<file path="config.mk">
export PLATFORM = sky130hd
export DESIGN_NAME = lsu
export DESIGN_NICKNAME = d
export VERILOG_FILES = /design/src/rtl/rv32i_pkg.sv /design/src/rtl/lsu_align.sv /design/src/rtl/lsu.sv
export SDC_FILE = /design/constraint.sdc
export NUM_CORES = 1
export LEC_CHECK = 0
export ABC_AREA = 1
export CAP_MARGIN = 10
export CORE_UTILIZATION = 46
export CTS_BUF_LIST = sky130_fd_sc_hd__clkbuf_8
export DETAILED_ROUTE_END_ITERATION = 8
export GPL_TIMING_DRIVEN = 0
export PLACE_DENSITY = 0.83
export SLEW_MARGIN = 20
export SYNTH_ARGS = -nofsm -noshare
export SYNTH_HDL_FRONTEND = slang
export SYNTH_SLANG_ARGS = --single-unit
</file>
<file path="constraint.sdc">
create_clock -name clk -period 2.1 [get_ports clk]
set_clock_uncertainty 0.1 [all_clocks]
set_input_delay 0.42 -clock clk [delete_from_list [all_inputs] [get_ports clk]]
set_output_delay 0.42 -clock clk [all_outputs]
set_load 0.005 [all_outputs]
</file>
<file path="src/rtl/rv32i_pkg.sv">
// RV32I shared definitions: data width, LSU state encoding,
// load/store funct3 codes and legality/alignment helpers.
package rv32i_pkg;

  localparam int XLEN = 32;
  localparam int LSU_MAX_WAIT_DEFAULT = 16;

  localparam logic [2:0] F3_B  = 3'b000;
  localparam logic [2:0] F3_H  = 3'b001;
  localparam logic [2:0] F3_W  = 3'b010;
  localparam logic [2:0] F3_BU = 3'b100;
  localparam logic [2:0] F3_HU = 3'b101;

  typedef enum logic [1:0] {
    IDLE,
    REQ,
    WAIT,
    RESP
  } lsu_state_e;

  function automatic logic f3_legal(
    input logic       we,
    input logic [2:0] f3
  );
    if (we)
      return f3 inside {F3_B, F3_H, F3_W};
    return f3 inside {F3_B, F3_H, F3_W, F3_BU, F3_HU};
  endfunction

  // Byte accesses can never be misaligned.
  function automatic logic f3_misaligned(
    input logic [2:0] f3,
    input logic [1:0] lane
  );
    logic mis;
    mis = 1'b0;
    unique case (1'b1)
      f3 == F3_H,
      f3 == F3_HU: mis = lane[0];
      f3 == F3_W:  mis = |lane;
      default:     mis = 1'b0;
    endcase
    return mis;
  endfunction

endpackage

</file>
<file path="src/rtl/lsu_align.sv">
// Lane steering: store byte enables and replicated write data,
// load lane extraction with sign/zero extension.
module lsu_align
  import rv32i_pkg::*;
(
  input  logic        we,
  input  logic [2:0]  funct3,
  input  logic [1:0]  lane,
  input  logic [31:0] wdata,
  input  logic [31:0] rdata,
  output logic [3:0]  mem_be,
  output logic [31:0] mem_wdata,
  output logic [31:0] ld_data
);

  logic [7:0]  b;
  logic [15:0] h;

  always_comb begin
    b         = rdata[{lane, 3'b000} +: 8];
    h         = lane[1] ? rdata[31:16] : rdata[15:0];
    mem_be    = 4'b1111;
    mem_wdata = wdata;
    ld_data   = rdata;
    if (we) begin
      unique case (1'b1)
        funct3 == F3_B: begin
          mem_be    = 4'b0001 << lane;
          mem_wdata = {4{wdata[7:0]}};
        end
        funct3 == F3_H: begin
          mem_be    = lane[1] ? 4'b1100 : 4'b0011;
          mem_wdata = {2{wdata[15:0]}};
        end
        default: ;
      endcase
    end else begin
      unique case (1'b1)
        funct3 == F3_B:  ld_data = {{24{b[7]}}, b};
        funct3 == F3_BU: ld_data = {24'd0, b};
        funct3 == F3_H:  ld_data = {{16{h[15]}}, h};
        funct3 == F3_HU: ld_data = {16'd0, h};
        default: ;
      endcase
    end
  end

endmodule

</file>
<file path="src/rtl/lsu.sv">
// RV32I load/store unit: one outstanding access, word-addressed
// memory port with byte enables and a bounded read wait.
module lsu
  import rv32i_pkg::*;
#(
  parameter int MAX_WAIT = LSU_MAX_WAIT_DEFAULT
) (
  input  logic            clk,
  input  logic            areset_n,
  input  logic            req_valid,
  output logic            req_ready,
  input  logic            req_we,
  input  logic [2:0]      req_funct3,
  input  logic [XLEN-1:0] req_addr,
  input  logic [XLEN-1:0] req_wdata,
  output logic            rsp_valid,
  output logic [XLEN-1:0] rsp_rdata,
  output logic            rsp_misaligned,
  output logic            rsp_err,
  output logic            busy,
  output logic            mem_req,
  input  logic            mem_gnt,
  output logic            mem_we,
  output logic [XLEN-1:0] mem_addr,
  output logic [3:0]      mem_be,
  output logic [31:0]     mem_wdata,
  input  logic            mem_rvalid,
  input  logic [31:0]     mem_rdata
);

  localparam int CW = $clog2(MAX_WAIT + 1);

  lsu_state_e      state;
  logic [CW-1:0]   cnt;
  logic            we_q;
  logic [2:0]      f3_q;
  logic [XLEN-1:0] addr_q;
  logic [XLEN-1:0] wdata_q;
  logic [XLEN-1:0] rdata_q;
  logic            mis_q;
  logic            err_q;
  logic [3:0]      be_w;
  logic [31:0]     ld_w;

  lsu_align u_align (
    .we        (we_q),
    .funct3    (f3_q),
    .lane      (addr_q[1:0]),
    .wdata     (wdata_q),
    .rdata     (mem_rdata),
    .mem_be    (be_w),
    .mem_wdata (mem_wdata),
    .ld_data   (ld_w)
  );

  always_ff @(posedge clk) begin
    if (!areset_n) begin
      state   <= IDLE;
      cnt     <= '0;
      we_q    <= 1'b0;
      f3_q    <= '0;
      addr_q  <= '0;
      wdata_q <= '0;
      rdata_q <= '0;
      mis_q   <= 1'b0;
      err_q   <= 1'b0;
    end else begin
      unique case (state)
        IDLE: begin
          if (req_valid) begin
            we_q    <= req_we;
            f3_q    <= req_funct3;
            addr_q  <= req_addr;
            wdata_q <= req_wdata;
            rdata_q <= '0;
            mis_q   <= 1'b0;
            err_q   <= 1'b0;
            cnt     <= '0;
            if (!f3_legal(req_we, req_funct3)) begin
              err_q <= 1'b1;
              state <= RESP;
            end else if (f3_misaligned(req_funct3, req_addr[1:0])) begin
              mis_q <= 1'b1;
              state <= RESP;
            end else begin
              state <= REQ;
            end
          end
        end
        REQ: begin
          if (mem_gnt)
            state <= we_q ? RESP : WAIT;
        end
        WAIT: begin
          if (mem_rvalid) begin
            rdata_q <= ld_w;
            state   <= RESP;
          end else if (cnt == CW'(MAX_WAIT - 1)) begin
            err_q <= 1'b1;
            state <= RESP;
          end else begin
            cnt <= cnt + CW'(1);
          end
        end
        RESP: state <= IDLE;
        default: state <= IDLE;
      endcase
    end
  end

  assign req_ready      = (state == IDLE);
  assign busy           = (state != IDLE);
  assign rsp_valid      = (state == RESP);
  assign rsp_rdata      = rsp_valid ? rdata_q : '0;
  assign rsp_misaligned = rsp_valid & mis_q;
  assign rsp_err        = rsp_valid & err_q;
  assign mem_req        = (state == REQ);
  assign mem_we         = mem_req & we_q;
  assign mem_be         = mem_req ? be_w : 4'b0000;
  assign mem_addr       = {addr_q[XLEN-1:2], 2'b00};

endmodule

</file>
; After elaboration in Yosys (flattened, before gate mapping)
; Cells that the tools add are included.
[word_totals]
regBits = 109
input_bits = 105
out_inout_bits = 107
[classes]
add_sub_neg = 1
n_eq_ne = 18
shifts = 2
mux = 46
bitwise = 3
reduce_logical = 14
[ops]
columns = op, count
row1 = $mux 32, 5
row2 = $pmux 32 s2, 2
row3 = $pmux 32 s4, 1
row4 = $shiftx 32x6->8, 1
row5 = $mux 1, 20
row6 = $mux 16, 1
row7 = $mux 5, 3
row8 = $eq 3x3->1 const B, 4
row9 = $mux 2, 6
row10 = $mux 4, 3
row11 = $ne 2x2->1 const B, 5
row12 = $pmux 5 s2, 1
row13 = $pmux 2 s4, 1
row14 = $pmux 4 s2, 1
row15 = $reduce_and 4->1, 2
row16 = $eq 3x1->1 const B, 2
row17 = $logic_not 3->1, 2
row18 = $reduce_and 3->1, 2
row19 = $add 5x1->5 const B, 1
row20 = $eq 5x4->1 const B, 1
row21 = $reduce_bool 5->1, 1
row22 = $eq 2x2->1 const B, 2
row23 = $pmux 1 s2, 2
row24 = $reduce_bool 2->1, 2
row25 = other kinds (10), 13

; Depth between registers and ports, before layout
; Gate-level depths: netlist (run 1).
[logic_depth]
depth_word = 16
depth_mapped = 11
depth_no_buf = 11

; Modules after synthesis
; Synthesis (run 1) repeated with hierarchy kept, for this count alone.
[unflattened]
hier_cells = 921
hier_area_um2 = 5865.6
[by_module_without_submodules]
columns = mod, instances, cells_per_inst, area_each_um2, seq_area_each_um2
row1 = lsu, 1, 651, 4650.7, 2182.1
row2 = lsu_align, 1, 270, 1214.9, 0.0

; Least setup slack after synthesis (run 1)
; OpenSTA, ideal clock, no wires.
[synth_timing]
kind = register -> register
start = register state[0]
end = register addr_q[0]
setup_ns = 0.128
t_arrival_ns = 1.561
slack_ns = 0.311
stages_incl_launch_ff = 7
path_buffers = 2
synth_period_minus_slack_ns = 1.789
cell_sequence = dfxtp_1 > inv_1 > ha_1 > nand2_1 > clkbuf_1 > clkbuf_1 > a21oi_1
[synth_via]
elab_chain_cells = 2
[synth_rtl]
columns = item, line_no
row1 = from (decl), lsu.sv:33  ; lsu_state_e state;
row2 = from (signal assigned), lsu.sv:92  ; state <= we_q ? RESP : WAIT;
row3 = $logic_not 2->1, -
row4 = via req_ready, lsu.sv:11  ; output logic req_ready,
row5 = $reduce_and 2->1 (no line), -
row6 = to (signal assigned), lsu.sv:73  ; addr_q <= req_addr;
row7 = to (decl), lsu.sv:37  ; logic [XLEN-1:0] addr_q;
; The timed path passes the listed nets, and every way through them passes these cells.
; A chain may end at the register's enable or synchronous reset.

; Final worst setup path (run 1)
[layout_timing]
start = register f3_q[1]
end = output mem_wdata[18]
[layout_via]
elab_chain_cells = 3
word_cells_on_any_way = 4
classes_between = 1 x eq/ne / 2 x mux / 1 x reduce/logical
[layout_rtl]
columns = item, line_no
row1 = from (decl), lsu.sv:36  ; logic [2:0] f3_q;
row2 = from (signal assigned), lsu.sv:72  ; f3_q <= req_funct3;
row3 = $eq 3x1->1 / $logic_not 3->1 (equally long branches), "lsu_align.sv:31, lsu_align.sv:27"
row4 = $pmux 32 s2 *, lsu_align.sv:26  ; unique case (1'b1)
row5 = $mux 32 *, lsu_align.sv:25  ; if (we) begin
row6 = to (decl), lsu.sv:26  ; output logic [31:0] mem_wdata,
; Mark *: on every way between the ends. The rest lies on a longest branch, timed or not.

==> run summary, run 1 <==
==================================================================================================
Setup repair after global routing missed its margin                                           true
Final core area utilization                                                                  73.5%
PwrDens                                                                               1010 nW/um^2
Starting density of the core                                                                 48.1%
Mean number of vias per cell                                                                  5.11
Post-synth EDFFs                                                                                 0
Setup slack after layout                                                                   -174 ps
Adder and majority gate portion of the synthesized area                                      1.34%
Pins Over Slew Limit                                                                             0
Setup slack, reg-to-reg                                                                     150 ps
Post-synthesis cell count                                                                      850
Total of buffers placed on input and output ports                                              208
Maximum number of pins on one net before global-route repair                                    22
Synth unique cells                                                                              32
Antenna-violating nets left                                                                      0
Final critical delay including setup and external delays                                   2270 ps
Half-perimeter wire length of the detailed placement result                           13800 microns
Core area                                                                              11600 sq um
Final clock period utilization by the worst path                                              108%
Most used cell along the critical path                                                sky130_fd_sc_hd__buf_6
Hold Path Class                                                                       flop to flop
Placer congestion estimate                                                                   0.966
Clock transition time at the flip-flop clock pins of the worst setup and hold paths         100 ps
Data required time of the worst path                                                       1580 ps
Static leakage power                                                                       4.04 nW
Ys flop type                                                                          sky130_fd_sc_hd__dfxtp_1
Sum of buffers and inverters on the critical path                                                5
Largest stage delay, worst path                                                             370 ps
Post-synthesis mux area share                                                                   0%
Via count                                                                                     6376
Normalized max-slew margin                                                                   61.3%
Final instance area                                                                     8540 sq um
Critical path startpoint category                                                             flop
Placed cells                                                                                  1202
Root buffer cell                                                                      sky130_fd_sc_hd__clkbuf_8
Area used by multi-input combinational logic                                            2850 sq um
Number of synthesis warnings                                                                     0
Total chip power                                                                           8.66 mW
Delay-heaviest family, CP                                                             buffers and inverters
Horizontal die dimension                                                               112 microns
Most heavily used metal layer in global routing                                               met2
Number of register bits inferred by synthesis                                                  109
Ordered cell list for the critical path                                               buf_6 > nor3_4 > inv_2 > buf_6 > clkbuf_16 > o21ai_2 > buf_2
Global-route met2 utilization                                                                52.0%
Achievable clock frequency                                                                 440 MHz
Depth of the worst register-to-register path                                                     6
Run status                                                                            finished, violations left
Clock tree from TritonCTS                                                                      yes
Starting DRT DRC Count                                                                         402
Post-Synth XOR/XNOR Area                                                                        0%
Average wire per standard cell                                                        15.3 microns
Maximum ir drop on the vdd rail                                                           0.778 mV
Proportion of synthesized chip area in sequential cells                                      39.1%
Maximum fanout along the worst path                                                              5
Fraction of synthesis flops using an asynchronous set or reset pin                              0%
Number of hold violations in the final report                                                    0
Cell with the largest stage delay on the worst path                                   sky130_fd_sc_hd__dfxtp_4
Layout cell share with drive strength beyond 1                                               21.3%
Die Y-Extent                                                                           112 microns
Longest Clk Path Bufs                                                                            2
DR DRC count                                                                                    14
GRT met3 Usage                                                                               10.3%
Number of filler cells placed in the layout                                                    949
H-Tree Level Count                                                                               3
Critical path class                                                                   flop to primary output
Number of placement rows                                                                        39
Total detailed-routing wirelength                                                     19100 microns
Clk Latency, worst-skew pair                                                                380 ps
Post-place instance area                                                                7850 sq um
Summed instance area of the synthesized netlist                                         5590 sq um
Violated checks                                                                       design-rule violations, negative setup slack
Area growth syn-to-layout                                                                    52.8%
Number of I/O pins                                                                             212
Fraction of the mapped netlist area in compound gates                                        20.3%
Global-route wire length before repair                                                29500 microns
Hold path depth                                                                                  2
Net count of the finished layout                                                              1211
Length of the first detailed-routing pass in iterations                                          7
Placement Setup Slack                                                                      -482 ps
Mapped Avg Cell Area                                                                    6.57 sq um
CP Depth                                                                                         7
Number of diodes                                                                                 0
Global-route usage over all layers                                                           30.0%
Number of antenna violations at the first check in global routing                                0
Endpoint kind of the worst setup timing path                                          primary output
Vias in the first global route                                                                5971
Dominant combinational cell family by area after synthesis                            simple AND/OR/NAND/NOR gates
Synthesized-area fraction occupied by and/or/nand/nor cells                                  24.9%
Sinks on Clock Net                                                                             109
Final setup viols                                                                               27
Congestion Overflow GR                                                                           0
Die Area                                                                               12600 sq um
Count of non-filler cells in the finished layout                                              1248
Met1 demand-to-capacity share in global routing                                              33.5%
Worst Path Arrival                                                                         1750 ps
Max_cap viols                                                                                    0
Reg area                                                                                2200 sq um
Slew at the pin closest to its max-slew limit                                               580 ps
Number of clock buffers inserted by TritonCTS                                                    9
==================================================================================================
Yosys cell counts, drive strengths merged, types with 2 or more instances:
| master | n | area share [%] |
|---|---|---|
| dfxtp | 109 | 39 |
| or2 | 6 | 0.67 |
| nor3 | 3 | 0.36 |
| o22ai | 10 | 1.1 |
| o211ai | 8 | 1.1 |
| nand3 | 7 | 0.85 |
| a21oi | 80 | 7.2 |
| o21ai | 115 | 10 |
| buf | 52 | 6.5 |
| clkbuf | 35 | 2.4 |
| nand2 | 209 | 14 |
| nor2 | 122 | 8.6 |
| a22oi | 2 | 0.27 |
| inv | 80 | 5.4 |
| ha | 6 | 1.3 |
layout by cell type (no fill, tap or decap), drive strengths merged, types with 2 or more instances in the layout:
cell type / instances
nor2: 122
dlymetal6s2s: 2
clkinv: 3
clkdlybuf4s15: 4
ha: 6
nor3: 3
dlygate4sd2: 17
o211ai: 8
or2: 6
conb: 2
o22ai: 10
o21ai: 115
a21oi: 80
buf: 111
clkdlybuf4s50: 142
a22oi: 2
dfxtp: 109
nand3: 7
clkbuf: 60
nand2: 209
inv: 81
sequential cells by signal, summed over array words and instances, names as in the netlist:
name     cells
err_q        1
rdata_q     32
wdata_q     32
we_q         1
mis_q        1
addr_q      32
cnt          5
state        2
f3_q         3
layout make-up:
class | instances | area share, %
well taps | 143 | 2.10
clock inverters | 5 | 0.601
clock buffers | 11 | 1.77
flip-flops and latches | 109 | 25.8
multi-input cells | 574 | 33.3
plain buffers | 84 | 7.18
inverters | 81 | 3.81
repair buffers | 241 | 25.4
per-layer routing:
metal / part of all wire (%) / vias up
met1: 38 / 2888
li1: - / 3162
met4: 3.0 / 0
met3: 10 / 38
met2: 49 / 288
met5: 0 / -
per-stage QoR:
stage | TNS (ps) | hold slack [ps]
floorplan | 0 | 334
global placement | -36790 | 353
detailed placement | -37150 | 356
CTS | -2170 | 370
global route | -3650 | 390
finish | -2320 | 372
where the power goes:
part	total (mW)	internal (mW)	switching, mW
Combinational	4.51	2.08	2.43
Sequential	2.81	2.52	0.286
Clock	1.34	0.610	0.729
cells by family (layout without fill, tap and decap cells):
| family | count (synthesis) | count (layout) |
|---|---|---|
| simple gates | 348 | 348 |
| fa+ha+maj | 6 | 6 |
| compound gates | 218 | 218 |
| flops | 109 | 109 |
| other cells | 1 | 2 |
| buf+inv | 168 | 422 |
worst register-to-register path, cell delays in order (launching register included):
cell,delay (ps)
sky130_fd_sc_hd__dfxtp_4,390
sky130_fd_sc_hd__inv_4,50
sky130_fd_sc_hd__ha_4,180
sky130_fd_sc_hd__nand2_2,230
sky130_fd_sc_hd__clkbuf_2,310
sky130_fd_sc_hd__clkbuf_1,430
sky130_fd_sc_hd__a21oi_1,150
path summary, 6_finish.rpt:
check	start	end
setup / recovery	f3_q[1]$_SDFFE_PN0P_	mem_wdata[18]
hold / removal	rdata_q[15]$_SDFFE_PN0P_	rdata_q[15]$_SDFFE_PN0P_
setup reg to reg	state[1]$_SDFFE_PN0P_	wdata_q[1]$_SDFFE_PN0P_
hold reg to reg	rdata_q[15]$_SDFFE_PN0P_	rdata_q[15]$_SDFFE_PN0P_
repair_timing:
action | in CTS | in global routing
gates cloned | 3 | 0
resized for setup | 264 | 56
pin swaps | 9 | 9
hold buffers | 0 | 0
endpoints found under the setup margin | 111 | 64
buffers inserted | 24 | 7
(Power assumes the default switching activity.)
==> inputs of run 2 (changes only) <==
--- a/config.mk
+++ b/config.mk
@@ -12,6 +12,8 @@
 export DETAILED_ROUTE_END_ITERATION = 8
 export GPL_TIMING_DRIVEN = 0
 export PLACE_DENSITY = 0.83
+export RECOVER_POWER = 50
+export SETUP_SLACK_MARGIN = 0.15
 export SLEW_MARGIN = 20
 export SYNTH_ARGS = -nofsm -noshare
 export SYNTH_HDL_FRONTEND = slang
==> run summary, run 2 (same netlist as run 1, synthesis figures left out) <==
==================================================================================================
Run status                                                                            finished, violations left
Violated checks                                                                       design-rule violations, negative setup slack
Longest Clk Path Bufs                                                                            2   unchanged
Average wire per standard cell                                                        16.0 microns   +4.3%
Total of buffers placed on input and output ports                                              208   unchanged
Endpoint kind of the worst setup timing path                                          primary output
Static leakage power                                                                       4.39 nW   +8.6%
Via count                                                                                     6583   +3.2%
Antenna-violating nets left                                                                      0   unchanged
Setup slack after layout                                                                   -149 ps   +25.4 ps
Final clock period utilization by the worst path                                              107%   -1.2 points
Number of filler cells placed in the layout                                                    848   -11%
Max_cap viols                                                                                    0   unchanged
Achievable clock frequency                                                                 445 MHz   +1.1%
Combinational share of power                                                                 54.0%   +1.9 points
Half-perimeter wire length of the detailed placement result                           13800 microns   unchanged
Part of the total power dissipated in the clock network                                      14.8%   -0.7 points
Maximum ir drop on the vdd rail                                                           0.765 mV   -1.8%
Vias in the first global route                                                                6204   +3.9%
Critical path class                                                                   flop to primary output
Starting density of the core                                                                 48.1%   unchanged
Regs by FF count                                                                      addr_q (32), rdata_q (32), wdata_q (32)
Maximum number of pins on one net before global-route repair                                    17   -23%
Hold Path Class                                                                       flop to flop
Clock tree from TritonCTS                                                                      yes
Switching component of the power                                                           3.68 mW   +6.9%
Hold path depth                                                                                  1   -1
Final instance area                                                                     9050 sq um   +6.0%
Final setup viols                                                                               39   +44%
Critical path startpoint category                                                             flop
Data required time of the worst path                                                       1580 ps   about the same
Root buffer cell                                                                      sky130_fd_sc_hd__clkbuf_8
Number of clock buffers inserted by TritonCTS                                                    9   unchanged
Number of diodes                                                                                 0   unchanged
Layout cell share with drive strength beyond 1                                               29.6%   +8.4 points
Worst min-delay path endpoint                                                         cnt[0]$_SDFFE_PN0P_
H-Tree Level Count                                                                               3   unchanged
Worst Path Arrival                                                                         1730 ps   -20 ps
Mean number of vias per cell                                                                  5.17   +1.2%
Placer congestion estimate                                                                   0.966   unchanged
PwrDens                                                                               1010 nW/um^2   -0.73%
Final critical delay including setup and external delays                                   2250 ps   -25.4 ps
Most used cells in the layout excluding fill and tap cells                            sky130_fd_sc_hd__nand2_1, sky130_fd_sc_hd__clkdlybuf4s50_1, sky130_fd_sc_hd__nor2_1
Post-place instance area                                                                7850 sq um   unchanged
Core area                                                                              11600 sq um   unchanged
Fraction of power spent switching nets                                                       40.4%   +0.62 points
Number of I/O pins                                                                             212   unchanged
Total chip power                                                                           9.11 mW   +5.2%
DR DRC count                                                                                    14   unchanged
Clk Latency, worst-skew pair                                                                390 ps   about the same
Slew at the pin closest to its max-slew limit                                               570 ps   -10.3 ps
Clock transition time at the flip-flop clock pins of the worst setup and hold paths         100 ps   about the same
Net count of the finished layout                                                              1236   +2.1%
Reg-to-reg critical path startpoint                                                   state[1]$_SDFFE_PN0P_
Number of hold violations in the final report                                                    0   unchanged
Area growth syn-to-layout                                                                    62.1%
Most common library cell in the layout ignoring fill and taps                         sky130_fd_sc_hd__nand2_1
Global-route wire length before repair                                                30500 microns   +3.5%
Die Area                                                                               12600 sq um   unchanged
Placement Setup Slack                                                                      -482 ps   unchanged
Global-route usage over all layers                                                           31.0%   +1.0 points
Horizontal die dimension                                                               112 microns   unchanged
Number of placement rows                                                                        39   unchanged
Length of the first detailed-routing pass in iterations                                          8   +1
Depth of the worst register-to-register path                                                     6   unchanged
Cell-internal power                                                                        5.43 mW   +4.2%
Hold Startpoint                                                                       cnt[0]$_SDFFE_PN0P_
Congestion Overflow GR                                                                           0   unchanged
Part of the total power dissipated in sequential elements                                    31.2%   -1.2 points
Total detailed-routing wirelength                                                     20400 microns   +6.4%
Die Y-Extent                                                                           112 microns   unchanged
Number of antenna violations at the first check in global routing                                0   unchanged
Starting DRT DRC Count                                                                         418   +4.0%
Normalized max-slew margin                                                                   62.0%   +0.68 points
Reg-to-Reg End                                                                        wdata_q[5]$_SDFFE_PN0P_
Pins Over Slew Limit                                                                             0   unchanged
Setup slack, reg-to-reg                                                                     -20 ps   -170 ps
Setup repair after global routing missed its margin                                           true
Maximum fanout along the worst path                                                              5   unchanged
Sinks on Clock Net                                                                             109   unchanged
==================================================================================================
run 2: worst max path at each step:
stage	slack (ps)	start	endpoint
finish	-150	f3_q[1]$_SDFFE_PN0P_	mem_wdata[12]
global route	-200	f3_q[1]$_SDFFE_PN0P_	mem_wdata[12]
CTS	-130	we_q$_SDFFE_PN0P_	mem_wdata[17]
detailed placement	-480	we_q$_SDFFE_PN0P_	mem_wdata[19]
global placement	-490	we_q$_SDFFE_PN0P_	mem_wdata[19]
floorplan	310	state[0]$_SDFFE_PN0P_	addr_q[0]$_SDFFE_PN0P_
run 2: power groups by stage:
| stage | Sequential [mW] | Clock [mW] | Combinational (mW) |
|---|---|---|---|
| final | 2.84 | 1.35 | 4.92 |
| after global routing | 2.88 | 1.45 | 5.33 |
| after CTS | 2.80 | 1.35 | 4.50 |
| after detailed placement | 2.78 | 0 | 3.95 |
| after global placement | 2.76 | 0 | 3.90 |
| after floorplan | 2.73 | 0 | 2.32 |
run 2: timing repair:
item | in CTS | in global routing
hold endpoints to repair | 0 | 0
endpoints found under the setup margin | 164 | 102
setup buffers | 40 | 13
hold buffers | 0 | 0
cloned | 3 | 0
gates resized for setup | 411 | 97
pin swaps | 39 | 24
run 2: layer usage:
layer	vias up	global-route usage, %	wire length (microns)
li1	3206	-	-
met1	2977	33.8	7630
met2	341	54.4	9890
met3	59	10.3	2010
met4	0	15.1	817
met5	-	0	0
run 2: area by class of cell:
cell class                 count  area (sq um)  area share (%)
inverter                      81           328            3.62
timing repair buffer         263          2420            26.8
buffer                        87           647            7.15
tap                          143           179            1.98
multi-input combinational    574          3070            33.9
sequential                   109          2200            24.3
clock buffer                  11           151            1.67
clock inverter                 5          51.3           0.567
run 2: through the flow:
step	std cells	hold slack [ps]	setup TNS (ps)	util, %
floorplan	851	334	0	-
global placement	1202	353	-36790	67.6
detailed placement	1202	356	-37150	67.6
CTS	1261	370	-2770	74.8
global route	1273	385	-9280	77.9
finish	1273	369	-3270	77.9
run 2: worst max-delay path, cell delays in order, from the launching register on:
cell	delay, ps
sky130_fd_sc_hd__dfxtp_4	370
sky130_fd_sc_hd__inv_4	70
sky130_fd_sc_hd__nand2_4	50
sky130_fd_sc_hd__nor2_4	120
sky130_fd_sc_hd__inv_4	80
sky130_fd_sc_hd__buf_6	130
sky130_fd_sc_hd__o22ai_2	170
sky130_fd_sc_hd__nand2_2	110
sky130_fd_sc_hd__o21ai_1	110
sky130_fd_sc_hd__buf_2	140
